--- config.mk ---
export PLATFORM = sky130hd
export DESIGN_NAME = ex_operand_stage
export DESIGN_NICKNAME = d
export VERILOG_FILES = /design/src/rtl/ex_operand_stage.sv
export SDC_FILE = /design/constraint.sdc
export NUM_CORES = 1
export LEC_CHECK = 0
export BUFFER_PORTS_ARGS = -buffer_cell sky130_fd_sc_hd__buf_2
export CORE_UTILIZATION = 50
export CTS_BUF_LIST = sky130_fd_sc_hd__clkbuf_16
export CTS_CLUSTER_SIZE = 30
export DETAILED_ROUTE_END_ITERATION = 8
export GPL_TIMING_DRIVEN = 0
export PLACE_DENSITY = 0.83
export SETUP_SLACK_MARGIN = 0.5
export SYNTH_ARGS = -nofsm -noshare
export SYNTH_HDL_FRONTEND = slang
export SYNTH_SLANG_ARGS = --single-unit
--- constraint.sdc ---
create_clock -name CLK -period 3.7 [get_ports CLK]
set_clock_uncertainty 0.15 [all_clocks]
set_input_delay 0.185 -clock CLK [delete_from_list [all_inputs] [get_ports CLK]]
set_output_delay 0.185 -clock CLK [all_outputs]
set_load 0.01 [all_outputs]
--- src/rtl/ex_operand_stage.sv ---
// EX-stage operand register: resolves rs1/rs2 through EX/MEM and MEM/WB forwarding,
// detects load-use hazards, and keeps held operands fresh while the stage is stalled.
module ex_operand_stage #(
   parameter int WORD_W = 32,
   parameter int OP_W   = 4
) (
   input  logic              CLK,
   input  logic              RST,
   input  logic              id_valid,
   input  logic [4:0]        id_rs1,
   input  logic [4:0]        id_rs2,
   input  logic [WORD_W-1:0] id_rs1_data,
   input  logic [WORD_W-1:0] id_rs2_data,
   input  logic [WORD_W-1:0] id_imm,
   input  logic              id_use_imm,
   input  logic [OP_W-1:0]   id_op,
   input  logic [4:0]        id_rd,
   input  logic              id_regwrite,
   input  logic              id_is_load,
   input  logic              mem_wen,
   input  logic [4:0]        mem_rd,
   input  logic [WORD_W-1:0] mem_data,
   input  logic              wb_wen,
   input  logic [4:0]        wb_rd,
   input  logic [WORD_W-1:0] wb_data,
   input  logic              stall,
   input  logic              flush,
   output logic [WORD_W-1:0] alu_a,
   output logic [WORD_W-1:0] alu_b,
   output logic [OP_W-1:0]   alu_op,
   output logic              ex_valid,
   output logic [4:0]        ex_rd,
   output logic              ex_regwrite,
   output logic              ex_is_load,
   output logic              load_use_hazard
);

   logic [4:0]        rs1_q, rs2_q;
   logic              use_imm_q;
   logic [WORD_W-1:0] fwd_rs1, fwd_rs2, ref_a, ref_b;

   // EX/MEM is younger than MEM/WB, so it takes priority; x0 is hard-wired zero.
   function automatic logic [WORD_W-1:0] resolve(
      input logic [4:0]        s,
      input logic [WORD_W-1:0] d,
      input logic              mw,
      input logic [4:0]        mr,
      input logic [WORD_W-1:0] md,
      input logic              ww,
      input logic [4:0]        wr,
      input logic [WORD_W-1:0] wd
   );
      if (s == 5'd0)            return '0;
      else if (mw && mr == s)   return md;
      else if (ww && wr == s)   return wd;
      else                      return d;
   endfunction

   always_comb begin
      fwd_rs1 = resolve(id_rs1, id_rs1_data, mem_wen, mem_rd, mem_data, wb_wen, wb_rd, wb_data);
      fwd_rs2 = resolve(id_rs2, id_rs2_data, mem_wen, mem_rd, mem_data, wb_wen, wb_rd, wb_data);
      ref_a   = resolve(rs1_q, alu_a, mem_wen, mem_rd, mem_data, wb_wen, wb_rd, wb_data);
      ref_b   = resolve(rs2_q, alu_b, mem_wen, mem_rd, mem_data, wb_wen, wb_rd, wb_data);
   end

   assign load_use_hazard = id_valid & ex_valid & ex_is_load & (ex_rd != 5'd0) &
                            ((ex_rd == id_rs1) | ((ex_rd == id_rs2) & ~id_use_imm));

   always_ff @(posedge CLK) begin
      if (RST) begin
         alu_a       <= '0;
         alu_b       <= '0;
         alu_op      <= '0;
         ex_valid    <= 1'b0;
         ex_rd       <= '0;
         ex_regwrite <= 1'b0;
         ex_is_load  <= 1'b0;
         rs1_q       <= '0;
         rs2_q       <= '0;
         use_imm_q   <= 1'b0;
      end else if (flush) begin
         ex_valid    <= 1'b0;
         ex_regwrite <= 1'b0;
         ex_is_load  <= 1'b0;
      end else if (stall) begin
         // Producers may retire while we wait; pick up their results so the held
         // operands are not stale when the stall releases.
         if (ex_valid && rs1_q != 5'd0)
            alu_a <= ref_a;
         if (ex_valid && !use_imm_q && rs2_q != 5'd0)
            alu_b <= ref_b;
      end else if (load_use_hazard) begin
         ex_valid    <= 1'b0;
         ex_regwrite <= 1'b0;
         ex_is_load  <= 1'b0;
      end else begin
         alu_a       <= fwd_rs1;
         alu_b       <= id_use_imm ? id_imm : fwd_rs2;
         alu_op      <= id_op;
         ex_rd       <= id_rd;
         ex_is_load  <= id_is_load;
         ex_valid    <= id_valid;
         ex_regwrite <= id_valid & id_regwrite;
         rs1_q       <= id_rs1;
         rs2_q       <= id_rs2;
         use_imm_q   <= id_use_imm;
      end
   end

endmodule

==> impl_metrics.json <==
{
  "slew_violations": 0,
  "async_flop_share_pct": 0,
  "max_stage_delay_ns": 0.63,
  "dpl_cell_area_mm2": 0.00810,
  "drive_above_1_share_pct": 30.8,
  "synth.distinct_cells": 40,
  "ys_seq_area_share_pct": 26.6,
  "worst_pin_slew_ns": 1.16,
  "slew_headroom_pct": 22.4,
  "grt_pass1_wl_um": 40800,
  "io-pin-count": 276,
  "vias": 8251,
  "initialDrtViolationCount": 1242,
  "ys_ff_latch": 87,
  "crit_fanout": 10,
  "fin_crit_sh_pct": 82.8,
  "area_growth_pct": 30.4,
  "cp_top_family": "compound AO/OA/AOI/OAI gates",
  "finalNetCount": 1288,
  "syn_nets": 998,
  "synth.avg_cell_area_um2": 8.21,
  "grt_use_total_pct": 39.5,
  "worstPathArrival_ns": 3.15,
  "mappedNetlistArea_mm2": 0.00656,
  "cp.required_ns": 3.79,
  "maxCapViolCount": 0,
  "clock_sinks": 87,
  "p_leak_nw": 3.66,
  "coreArea_mm2": 0.0127,
  "cp-end-kind": "flip-flop",
  "ff2ff_setup_slack_ns": 0.64,
  "finalSetupViolCount": 0,
  "fin_tns_setup_ns": 0,
  "antenna_found_initial": 1,
  "yosys.area_share.simple_pct": 10.1,
  "layout_common_cells": "buf_2 (284), o21ai_0 (96), mux2i_1 (92)",
  "ir_drop_v": 0.000311,
  "cts.path.max_buffers": 2,
  "seq_area_mm2": 0.00174,
  "rr_startpoint": "rs1_q[4]$_SDFFE_PP0P_",
  "die_x_um": 117,
  "rsz0062_at_grt": "false",
  "status": "complete, no violations",
  "synth_xor_area_share_pct": 6.68,
  "synth_mux_area_share_pct": 14.7,
  "die-area_mm2": 0.0136,
  "fin_area_mm2": 0.00855,
  "root_buffer": "clkbuf_16",
  "synth_top_family_by_area": "compound AO/OA/AOI/OAI gates",
  "drc": 0,
  "cp-start-kind": "flip-flop",
  "clk_pin_slew_ns": 0.06,
  "grt_max_degree": 14,
  "rr_worst_depth": 7,
  "start_util_pct": 51.5,
  "fin_crit_ns": 3.06,
  "h-tree-depth": 3,
  "crit_buf_inv": 1,
  "grt_pass1_vias": 7655,
  "drt-total-wl_um": 27400,
  "crit_end": "alu_a[29]$_SDFFE_PP0P_",
  "hold_path.class": "input pin to flip-flop",
  "cp_cell_sequence": "xnor2_1 > nand4_1 > nor2_1 > o221ai_1 > clkbuf_1 > o2bb2ai_1 > o221a_2",
  "viasPerCell": 6.51,
  "num-fill-cells": 1159,
  "rows": 41,
  "syn_inst": 799,
  "multi_input_area_mm2": 0.00440,
  "fp.dieH_um": 117,
  "slowest_stage": "nor2_1",
  "synthAdderAreaFrac_pct": 0,
  "clk_latency_ns": 0.35,
  "worstSetupPathType": "flip-flop to flip-flop",
  "postRouteAntennaNets": 0,
  "cts_tree": "done",
  "power_density_mw_per_mm2": 319,
  "numCtsBuffers": 9,
  "cp-startpoint": "rs1_q[4]$_SDFFE_PP0P_",
  "yosysWarnings": 0,
  "timing.fmax_ghz": 0.326,
  "dr.pass1.iters": 6,
  "cp_num_cells": 7,
  "synth-compound-area-share_pct": 35.6,
  "hold_viol": 0,
  "place_congestion": 0.906,
  "reg2reg_to": "alu_a[29]$_SDFFE_PP0P_",
  "ys.flop_type": "dfxtp_1",
  "wl_per_cell_um": 21.6,
  "dp_hpwl_um": 19600,
  "final_common_cell": "buf_2",
  "synth_edf_count": 0,
  "grt_overflow": 0,
  "port-buffer-count": 265
}
-- power by group --
part           total, W  switching, W  internal (W)
sequential      0.00104     0.0000429      0.000995
clock          0.000972      0.000391      0.000581
combinational  0.000717      0.000410      0.000307
-- routing by layer --
layer	vias to the layer above	part of all wire, %	global-route usage (%)
met5	-	0	0
met4	0	4.9	22.6
met3	123	11	7.94
met2	643	46	63.7
met1	3814	38	49.0
li1	3671	-	-
-- registers in the layout, summed over array words and instances (netlist names) --
| signal | count |
|---|---|
| ex_valid | 1 |
| rs1_q | 5 |
| ex_regwrite | 1 |
| alu_op | 4 |
| alu_a | 32 |
| ex_rd | 5 |
| rs2_q | 5 |
| alu_b | 32 |
| ex_is_load | 1 |
| use_imm_q | 1 |
-- how the worst min path moves through the flow --
stage                     startpoint                      to  slack, ns  depth (start not counted)
after CTS                  id_rs2[2]   rs2_q[2]$_SDFFE_PP0P_     0.0006                          3
after global placement      id_rd[4]   ex_rd[4]$_SDFFE_PP0P_       0.28                          3
after detailed placement    id_rd[2]   ex_rd[2]$_SDFFE_PP0P_       0.28                          3
final                      id_rs2[0]   rs2_q[0]$_SDFFE_PP0P_       0.01                          3
after global routing       id_rs2[0]   rs2_q[0]$_SDFFE_PP0P_       0.02                          3
after floorplan           id_use_imm  use_imm_q$_SDFFE_PP0P_       0.17                          2
-- cells by family after synthesis --
logic type      Yosys count
xor+xnor                 50
simple gates            143
flops                    87
mux                      96
compound gates          326
buf+inv                  97
-- layout make-up --
| class | count | area share (%) |
|---|---|---|
| antenna | 1 | 0.0293 |
| buffer | 95 | 4.80 |
| clock buffer | 9 | 2.63 |
| clock inverter | 7 | 0.922 |
| inverter | 2 | 0.0878 |
| multi-input combinational | 615 | 51.5 |
| sequential | 87 | 20.4 |
| tap | 172 | 2.52 |
| timing repair buffer | 279 | 17.2 |
-- synthesized netlist by cell type, types with 4 or more instances --
cell type,instances,share of area [%]
nand3_1,36,2.7
o21ai_0,96,7.3
buf_2,19,1.5
nand2_1,74,4.2
buf_6,4,0.69
mux2_2,4,0.69
a22oi_1,4,0.46
xnor2_1,24,3.2
o31ai_1,4,0.46
a31oi_1,36,3.4
a21o_1,4,0.46
o221a_1,31,5.3
o221ai_1,29,3.9
xor2_1,26,3.5
a21oi_1,52,4.0
mux2i_1,92,14
o221a_2,30,5.2
o2bb2ai_1,32,4.3
clkbuf_1,72,4.1
nor4_1,6,0.57
dfxtp_1,87,27
nor2_1,5,0.29
-- metrics by stage --
step                      setup slack [ns]  power [W]  utilization [%]  hold WS (ns)  std cells
after floorplan                       1.39    0.00143                -         0.171        799
after global placement               0.759    0.00173             63.7         0.278       1236
after detailed placement             0.750    0.00174             63.7         0.283       1236
after CTS                            0.654    0.00270             67.1      0.000614       1266
after global routing                 0.596    0.00283             67.2        0.0244       1267
final                                0.636    0.00273             67.2       0.00988       1267
-- tightest hold or removal path: stages --
cell	delay, ns
buf_2	0.15
nand2_1	0.07
a21oi_1	0.05
-- what timing repair did --
item	4_1_cts	5_1_grt
gates resized for setup	0	1
setup buffers	0	0
setup endpoints to repair	0	23
endpoints found under the hold margin	14	0
hold buffers	14	0
Power figures use the tool's default switching activity.
